[config.mk]
export PLATFORM = sky130hd
export DESIGN_NAME = piezo_chime_seq
export DESIGN_NICKNAME = d
export VERILOG_FILES = /design/src/rtl/piezo_chime_seq.sv
export SDC_FILE = /design/constraint.sdc
export NUM_CORES = 1
export LEC_CHECK = 0
export ABC_AREA = 1
export CAP_MARGIN = 20
export CORE_ASPECT_RATIO = 1.4
export CORE_MARGIN = 4
export CORE_UTILIZATION = 25
export DETAILED_ROUTE_END_ITERATION = 6
export HOLD_SLACK_MARGIN = 0.03
export PLACE_DENSITY = 0.43
export SLEW_MARGIN = 10
export SYNTH_ARGS = -nofsm -noshare
export SYNTH_HDL_FRONTEND = slang
export SYNTH_SLANG_ARGS = --single-unit
[constraint.sdc]
create_clock -name i_clk -period 3 [get_ports i_clk]
set_input_delay 0.3 -clock i_clk [delete_from_list [all_inputs] [get_ports i_clk]]
set_output_delay 0.3 -clock i_clk [all_outputs]
set_load 0.005 [all_outputs]
[src/rtl/piezo_chime_seq.sv]
// Piezo square-wave driver: N-key piano input plus an hour-chime "cuckoo" sequencer.
// Each strike plays a high note, a gap, a low note and a strike gap. Keys are blocked while the chime runs.
module piezo_chime_seq #(
  parameter int NUM_KEYS   = 8,
  parameter int PER_W      = 16,
  parameter int DUR_W      = 20,
  parameter int CHIME_HI   = 2550,
  parameter int CHIME_LO   = 3038,
  parameter int TONE_ON    = 100000,
  parameter int TONE_GAP   = 50000,
  parameter int STRIKE_GAP = 300000,
  parameter int CNT_W      = 4
) (
  input  logic                      i_clk,
  input  logic                      i_rst,
  input  logic [NUM_KEYS-1:0]       i_btn,
  input  logic [NUM_KEYS*PER_W-1:0] i_key_period,
  input  logic                      i_hour_chime_trig,
  input  logic [CNT_W-1:0]          i_strike_count,
  input  logic                      i_chime_cancel,
  input  logic                      i_mute,
  output logic                      o_piezo,
  output logic                      o_chime_busy,
  output logic [CNT_W-1:0]          o_strikes_left
);

  typedef enum logic [2:0] {
    S_IDLE,
    S_NOTE_HI,
    S_GAP1,
    S_NOTE_LO,
    S_GAP2
  } state_t;

  localparam logic [DUR_W-1:0] L_ON_END    = DUR_W'(TONE_ON - 1);
  localparam logic [DUR_W-1:0] L_GAP_END   = DUR_W'(TONE_GAP - 1);
  localparam logic [DUR_W-1:0] L_STRK_END  = DUR_W'(STRIKE_GAP - 1);
  localparam logic [PER_W-1:0] L_PER_HI    = PER_W'(CHIME_HI);
  localparam logic [PER_W-1:0] L_PER_LO    = PER_W'(CHIME_LO);

  state_t             r_state;
  state_t             w_next_state;
  logic [DUR_W-1:0]   r_dur;
  logic [DUR_W-1:0]   w_next_dur;
  logic [CNT_W-1:0]   r_strikes;
  logic [CNT_W-1:0]   w_next_strikes;
  logic [CNT_W-1:0]   w_strikes_dec;

  logic [PER_W-1:0]   w_key_per;
  logic [PER_W-1:0]   w_period;
  logic [PER_W-1:0]   w_half;
  logic [PER_W-1:0]   r_prev_period;
  logic [PER_W-1:0]   r_cnt;
  logic               r_piezo;

  assign w_strikes_dec = r_strikes - CNT_W'(1);

  always_ff @(posedge i_clk or posedge i_rst) begin
    if (i_rst) begin
      r_state   <= S_IDLE;
      r_dur     <= '0;
      r_strikes <= '0;
    end else begin
      r_state   <= w_next_state;
      r_dur     <= w_next_dur;
      r_strikes <= w_next_strikes;
    end
  end

  // Cancel overrides every timed state; in IDLE it also vetoes a same-cycle trigger.
  always_comb begin
    w_next_state   = r_state;
    w_next_dur     = r_dur + DUR_W'(1);
    w_next_strikes = r_strikes;
    if (r_state == S_IDLE) begin
      w_next_dur = '0;
      if (i_hour_chime_trig && (i_strike_count != '0) && !i_chime_cancel) begin
        w_next_strikes = i_strike_count;
        w_next_state   = S_NOTE_HI;
      end
    end else if (i_chime_cancel) begin
      w_next_state   = S_IDLE;
      w_next_dur     = '0;
      w_next_strikes = '0;
    end else begin
      case (r_state)
        S_NOTE_HI: if (r_dur == L_ON_END) begin
          w_next_state = S_GAP1;
          w_next_dur   = '0;
        end
        S_GAP1: if (r_dur == L_GAP_END) begin
          w_next_state = S_NOTE_LO;
          w_next_dur   = '0;
        end
        S_NOTE_LO: if (r_dur == L_ON_END) begin
          w_next_state = S_GAP2;
          w_next_dur   = '0;
        end
        S_GAP2: if (r_dur == L_STRK_END) begin
          w_next_dur     = '0;
          w_next_strikes = w_strikes_dec;
          w_next_state   = (w_strikes_dec != '0) ? S_NOTE_HI : S_IDLE;
        end
        default: begin
          w_next_state   = S_IDLE;
          w_next_dur     = '0;
          w_next_strikes = '0;
        end
      endcase
    end
  end

  // Highest pressed key wins, so later loop iterations overwrite earlier ones.
  always_comb begin
    w_key_per = '0;
    for (int i = 0; i < NUM_KEYS; i++) begin
      if (i_btn[i]) w_key_per = i_key_period[i*PER_W +: PER_W];
    end
  end

  always_comb begin
    w_period = '0;
    if (i_mute) begin
      w_period = '0;
    end else begin
      case (r_state)
        S_NOTE_HI: w_period = L_PER_HI;
        S_NOTE_LO: w_period = L_PER_LO;
        S_GAP1:    w_period = '0;
        S_GAP2:    w_period = '0;
        default:   w_period = w_key_per;
      endcase
    end
  end

  assign w_half = w_period >> 1;

  // A pitch change restarts the half-period count but keeps the pin level, avoiding a glitch.
  always_ff @(posedge i_clk or posedge i_rst) begin
    if (i_rst) begin
      r_piezo       <= 1'b0;
      r_cnt         <= '0;
      r_prev_period <= '0;
    end else begin
      r_prev_period <= w_period;
      if (w_period < PER_W'(2)) begin
        r_piezo <= 1'b0;
        r_cnt   <= '0;
      end else if (w_period != r_prev_period) begin
        r_cnt <= '0;
      end else if (r_cnt == (w_half - PER_W'(1))) begin
        r_cnt   <= '0;
        r_piezo <= ~r_piezo;
      end else begin
        r_cnt <= r_cnt + PER_W'(1);
      end
    end
  end

  assign o_piezo        = r_piezo;
  assign o_chime_busy   = (r_state != S_IDLE);
  assign o_strikes_left = r_strikes;

endmodule

==> results of run 1 <==
routing by layer:
metal	track usage, %	vias to the layer above	part of all wire (%)
met5	0	-	0
met1	17.8	2583	40
met2	29.6	138	52
met4	3.71	0	1.3
met3	3.86	13	6.7
li1	-	3137	-
registers in the layout (all words and copies together) (netlist names):
signal,count
o_piezo,1
o_strikes_left,4
r_cnt,16
r_dur,20
r_prev_period,16
r_state,3
logic make-up (layout without fill, tap and decap cells):
group	after synthesis	after routing
simple gates	525	526
buf+inv	116	345
compound gates	89	89
flops	60	60
xor+xnor	48	48
fa+ha+maj	5	5
worst min-delay path, stage by stage:
cell	delay, ns
clkdlybuf4s50_1	0.41
inv_2	0.07
buf_12	0.29
how the worst min path moves through the flow:
| stage | from | endpoint | depth (start not counted) | slack [ns] |
|---|---|---|---|---|
| CTS | i_rst | o_piezo | 3 | 0.36 |
| finish | i_rst | o_piezo | 3 | 0.35 |
| detailed placement | r_dur[0] | r_dur[0] | 1 | 0.46 |
| floorplan | i_chime_cancel | r_state[2] | 1 | 0.40 |
| global route | i_rst | o_piezo | 3 | 0.38 |
| global placement | r_dur[0] | r_dur[0] | 1 | 0.46 |
timing repair:
action | in CTS | in global routing
pin swaps | 0 | 33
resized for setup | 1 | 68
endpoints found under the setup margin | 10 | 17
cloned | 0 | 1
setup buffers | 0 | 11
through the flow:
step / total power [W] / instance area, µm²
after floorplan: 0.00233 / 5270
after global placement: 0.00330 / 7620
after detailed placement: 0.00330 / 7620
after CTS: 0.00432 / 7910
after global routing: 0.00491 / 8240
final: 0.00451 / 8240
final cells by class:
type                       instances  area [µm²]
tap                              256         320
clock inverter                     7        56.3
clock buffer                       9         225
inverter                          93         354
sequential                        60        1510
timing repair buffer             236        2290
multi-input combinational        668        3490
fill                            2236       12400
report_power, final:
group	internal [W]	switching [W]
combinational	0.00119	0.00133
clock	0.000569	0.000420
sequential	0.000922	0.0000768
total	0.00268	0.00182
synth_stat cells:
cell	n
buf_6	2
nand2_4	2
o21ai_0	21
nor2_2	16
o211ai_1	5
nor2_4	2
o21ai_1	1
buf_2	8
o21a_1	1
nor4_1	5
or2_1	5
o311ai_0	1
nor3b_1	2
nor3_2	1
buf_4	3
xnor2_1	16
a21o_1	1
nand2_2	15
or2_2	5
ha_1	5
o21ai_2	1
and3_1	3
a21oi_4	2
nand3_2	1
buf_8	1
a21oi_1	51
nor3_1	13
a31oi_1	3
nand4_1	17
xor2_1	32
inv_2	8
or2_0	1
nor2_1	146
nand3_1	77
nand2_1	214
dfrtp_1	60
inv_1	85
clkbuf_1	9
o21bai_1	1
o31ai_1	1
==> results by group, run 1 <==
Status
  • Status: finished, final reports clean

Setup path
  • WP depth: 20
  • Worst Setup EP: r_cnt[0]
  • Crit end category: flop
  • Critical Path Start: r_state[1]
  • Worst R2R Start: r_state[1]
  • Worst path most repeated cell: nor2_4
  • Worst Reg-to-Reg Cells: 20
  • R2R setup slack: 0.14 ns
  • Crit-path max cell delay: 0.41 ns
  • Reg-to-Reg End: r_cnt[0]
  • Crit-path leading delay family: simple AND/OR/NAND/NOR gates
  • Worst path bufs/invs: 4
  • CP arrival: 3.07 ns
  • WS Path Type: flop to flop
  • CP Launch Type: flop
  • Crit path cell chain: inv_2 > nor2_4 > inv_2 > nor2_4 > inv_4 > a21oi_4 > nand2_2 > ha_4 > nand2_4 > inv_4 > o21bai_1 > nand3_1 > nor2_1 > nand3_1 > nor2_1 > nand2_1 > nor3_2 > nand3_2 > nand2_8 > nor2_4
  • Max FO, Critical Path: 8
  • CP Data Required Time: 3.21 ns
  • CP max-delay cell: dfrtp_2

Logic synthesis
  • Mux contribution to synthesized area: 0%
  • Seq/Total Area, Yosys: 28.5%
  • Largest family of logic cells by synthesized area: simple AND/OR/NAND/NOR gates
  • Yosys top cell area share: 28.5%
  • Synth area leaders: dfrtp_1, nand2_1, nor2_1, nand3_1, inv_1
  • Cell Area, Synth: 5270 µm²
  • Post-synthesis xor/xnor area fraction: 7.98%
  • Largest area contributor in the netlist: dfrtp_1
  • Syn_area_per_cell: 6.25 µm²
  • Post-synthesis simple-gate area fraction: 43.7%
  • YS warnings: 0
  • Synth Instances: 843
  • Adder-cell share of the synthesized area: 1.19%
  • Yosys reg bits: 60
  • Syn Nets: 993
  • Netlist cell types: 40
  • Compound-cell area share of the yosys netlist: 9.52%

Detailed routing
  • Via Count: 5,871
  • Drt via density: 4.42
  • Remaining antenna violation count after routing: 0
  • WL/cell: 14.4 µm
  • WL final: 19,100 µm
  • Drt drc: 0
  • Drt pass-1 iters: 6
  • DR iter-0 viols: 182

Placement
  • Post-DP HPWL: 15,900 µm
  • Pre-CTS setup slack: -0.380 ns
  • Port bufs: 150
  • Routability cong.: 0.839
  • Placed cell count: 1,301

Timing
  • Hold Violations, Final: 0
  • F_max: 349 MHz
  • Setup-failing EPs final: 0
  • Crit path time final: 2.86 ns
  • Setup TNS: 0 ns
  • Final worst clock skew: 0.0120 ns
  • Min Hold Slack: 0.347 ns
  • Slew Viols, Final: 0
  • Setup ws final: 0.139 ns
  • Slew HR: 63.1%
  • Actual slew at the worst max-slew pin: 0.553 ns
  • Period utilization: 95.4%
  • RSZ-0062 raised after global routing: true

Power
  • Pwr Density: 547 nW/µm²
  • Leakage: 3.77 nW
  • Worst vdd ir: 0.000238 V

CTS
  • Worst-Skew Late Latency: 0.33 ns
  • Clock root cell: clkbuf_16
  • Htree depth: 3
  • CTS Buffer Depth: 2
  • Clk sink count: 60
  • Num CTS Buffers: 9
  • CTS tree: done
  • # hold bufs at CTS: 0
  • Clk pin slew, worst setup/hold paths: 0.06 ns

Min path
  • Hold/Removal Path Class: input port to async pin

Layout
  • Final core utilization: 39.9%
  • Most common cell after layout, fill and taps aside: nand2_1
  • Post-synthesis to final-layout area growth: 56.4%
  • Post-layout nets: 1,218
  • Antenna fix cells: 0
  • Fin cells: 1,329
  • Share of cells above drive strength 1: 18.0%
  • Most frequent cells in the layout: nand2_1, clkdlybuf4s50_1, nor2_1

Floorplan
  • Number of core rows: 62
  • Die height: 180 µm
  • Starting Density: 25.5%
  • Core area: 20,600 µm²
  • Die area: 23,500 µm²
  • Chip width: 131 µm
  • # IOs: 151

Global routing
  • Number of global-route vias before repair: 5,946
  • Antenna violations before repair: 0
  • Largest net degree at the start of global routing: 61
  • Remaining global-route overflow: 0
  • Tot GR Track Use: 15.9%
  • First-pass GRT wire length: 30,100 µm

Job
  • Max cap viols: 0
Power figures use the tool's default switching activity.
==> run 2, diff against run 1 <==
--- a/config.mk
+++ b/config.mk
@@ -9,10 +9,11 @@
 export CAP_MARGIN = 20
 export CORE_ASPECT_RATIO = 1.4
 export CORE_MARGIN = 4
-export CORE_UTILIZATION = 25
+export CORE_UTILIZATION = 48
+export CTS_CLUSTER_SIZE = 12
 export DETAILED_ROUTE_END_ITERATION = 6
 export HOLD_SLACK_MARGIN = 0.03
-export PLACE_DENSITY = 0.43
+export PLACE_DENSITY = 0.77
 export SLEW_MARGIN = 10
 export SYNTH_ARGS = -nofsm -noshare
 export SYNTH_HDL_FRONTEND = slang
==> run 2 against run 1 <==
  * Via count rose by 4.4%
  * Non-clock buffer count fell by 9
  * Sequential power barely moved
  * Routed wire length fell by 8.1%
  * Clock-buffer cell count rose by 2
  * Total power rose by 3.1%
  * Die area fell by 46%
  * Critical endpoint is now r_cnt[14]
  * Highest routed layer unchanged
==> results by group, run 2 (same netlist as run 1, synthesis figures left out) <==
Status
  • Status: finished, final reports clean

Layout
  • Antenna fix cells: 0 (unchanged)
  • Most common cell after layout, fill and taps aside: nand2_1
  • Max reg flops: 20 (unchanged)
  • Share of cells above drive strength 1: 17.4% (-0.58 points)
  • Post-layout nets: 1,209 (-0.74%)
  • Final core utilization: 74.0% (+34 points)
  • Post-synthesis to final-layout area growth: 51.9%
  • Most frequent cells in the layout: nand2_1, clkdlybuf4s50_1, nor2_1
  • Top Registers: r_dur (20), r_cnt (16), r_prev_period (16)
  • Top reg by flops: r_dur
  • Cell area after layout: 8000 µm² (-2.9%)
  • Fin cells: 1,204 (-9.4%)

CTS
  • Clk sink count: 60 (unchanged)
  • Clk pin slew, worst setup/hold paths: 0.06 ns (about the same)
  • Num CTS Buffers: 9 (unchanged)
  • Clock root cell: clkbuf_16
  • Worst-Skew Late Latency: 0.35 ns (+0.02 ns)
  • CTS tree: done
  • Htree depth: 3 (unchanged)
  • # hold bufs at CTS: 0 (unchanged)
  • CTS Buffer Depth: 2 (unchanged)

Setup path
  • Max FO, Critical Path: 8 (unchanged)
  • WS Path Type: flop to flop
  • CP Launch Type: flop
  • CP arrival: 3.20 ns (+0.13 ns)
  • Critical Path Start: r_state[0]
  • Worst R2R Start: r_state[0]
  • Crit end category: flop
  • CP Data Required Time: 3.22 ns (about the same)

Detailed routing
  • WL final: 17,600 µm (-8.1%)
  • Remaining antenna violation count after routing: 0 (unchanged)
  • Drt pass-1 iters: 6 (unchanged)
  • Via Count: 6,131 (+4.4%)
  • DR iter-0 viols: 345 (+90%)
  • WL/cell: 14.6 µm (+1.5%)
  • Drt via density: 5.09 (+15%)
  • Drt drc: 0 (unchanged)

Floorplan
  • Core area: 10,800 µm² (-48%)
  • Number of core rows: 45 (-27%)
  • Die height: 132 µm (-27%)
  • Die area: 12,700 µm² (-46%)
  • Chip width: 96.6 µm (-26%)
  • Starting Density: 48.7% (+23 points)
  • # IOs: 151 (unchanged)

Placement
  • Routability cong.: 0.883 (+5.2%)
  • Placed cell areas: 7350 µm² (-3.5%)
  • Post-DP HPWL: 13,600 µm (-15%)
  • Placed cell count: 1,178 (-9.5%)
  • Port bufs: 150 (unchanged)
  • Pre-CTS setup slack: -0.277 ns (+0.103 ns)

Power
  • Power share of the sequential group: 21.7% (-0.5 points)
  • Combinational share of power: 54.1% (-1.8 points)
  • Clock power share: 24.2% (+2.3 points)
  • Sw frac: 39.0% (-1.4 points)
  • Pint: 0.00283 W (+5.6%)
  • Worst vdd ir: 0.000464 V (+95%)
  • Switching power: 0.00182 W (-0.53%)
  • Pwr Density: 581 nW/µm² (+6.2%)
  • Leakage: 3.71 nW (-1.5%)

Global routing
  • Remaining global-route overflow: 0 (unchanged)
  • First-pass GRT wire length: 26,300 µm (-12%)
  • Largest net degree at the start of global routing: 30 (-51%)
  • Number of global-route vias before repair: 5,835 (-1.9%)
  • Tot GR Track Use: 26.0% (+10 points)
  • Antenna violations before repair: 0 (unchanged)

Timing
  • Slew HR: 61.3% (-1.8 points)
  • Setup ws final: 0.0226 ns (-0.116 ns)
  • Actual slew at the worst max-slew pin: 0.579 ns (+0.0265 ns)
  • Setup-failing EPs final: 0 (unchanged)
  • Hold Violations, Final: 0 (unchanged)
  • Min Hold Slack: 0.344 ns (-0.00270 ns)
  • RSZ-0062 raised after global routing: true
  • Period utilization: 99.2% (+3.9 points)
  • Crit path time final: 2.98 ns (+0.116 ns)
  • Slew Viols, Final: 0 (unchanged)
  • F_max: 336 MHz (-3.9%)
  • Final worst clock skew: 0.00944 ns (-0.00256 ns)

Job
  • Max cap viols: 0 (unchanged)

Min path
  • Hold/Removal Path Class: input port to async pin
-- run 2: changes by cell type in the layout (fill, tap and decap cells not counted), sizes merged --
cell / previous run / this run
dlymetal6s2s: 7 / 6
inv: 96 / 93
buf: 86 / 77
bufinv: 0 / 2
clkdlybuf4s50: 143 / 141
clkinv: 3 / 1
clkbuf: 9 / 12
clkdlybuf4s15: 0 / 1
dlygate4sd2: 0 / 1
-- run 2: per-layer routing --
layer,track usage [%],vias up,part of all wire (%)
met3,7.31,31,9.0
met2,51.2,190,54
met5,0,-,0
met1,25.1,2788,35
li1,-,3122,-
met4,7.57,0,2.3
-- run 2: worst paths after layout --
kind	endpoint	slack [ns]	cells past startpoint
max	r_cnt[14]	0.02	19
min	r_cnt[11]	0.34	2
max reg2reg	r_cnt[14]	0.02	19
min reg2reg	r_dur[0]	0.46	1
max in group asynchronous	r_state[2]	1.99	3
min in group i_clk	r_dur[0]	0.46	1
-- run 2: metrics by stage --
step,setup TNS [ns],total power (W)
after detailed placement,-4.26,0.00320
after CTS,0,0.00436
after floorplan,0,0.00233
final,0,0.00465
after global routing,-1.97,0.00497
after global placement,-3.33,0.00317
-- run 2: what timing repair did --
item | in CTS | in global routing
resized for setup | 9 | 61
setup buffers | 1 | 9
setup endpoints to repair | 16 | 17
gates cloned | 1 | 0
pin swaps | 3 | 22
-- run 2: cell type report --
type                    count  area (µm²)
flip-flops and latches     60        1510
fillers                   886        2810
clock inverters             4        72.6
well taps                 141         176
repair buffers            227        2140
multi-input cells         668        3500
inverters                  93         357
clock buffers              11         253
-- run 2: power groups by stage --
stage / clock [W] / sequential (W) / combinational, W
global placement: 0 / 0.00100 / 0.00216
CTS: 0.00113 / 0.000998 / 0.00223
floorplan: 0 / 0.000994 / 0.00133
finish: 0.00113 / 0.00101 / 0.00252
global route: 0.00118 / 0.00102 / 0.00277
detailed placement: 0 / 0.00101 / 0.00219
-- run 2: critical path: stages (launching register included) --
cell and delay, ns:
dfrtp_2 0.45, nor2_4 0.17, nand2_1 0.17, nand2_4 0.15
a21oi_2 0.04, nand2_1 0.09, nand2_2 0.08, ha_4 0.19
nor2_4 0.14, nor2_1 0.06, nand2_1 0.08, nand3_1 0.10
nor2_2 0.13, nand3_2 0.10, nor2_2 0.14, nand2_1 0.10
nor3_2 0.22, nand3_2 0.20, nand2_4 0.21, nor2_2 0.04
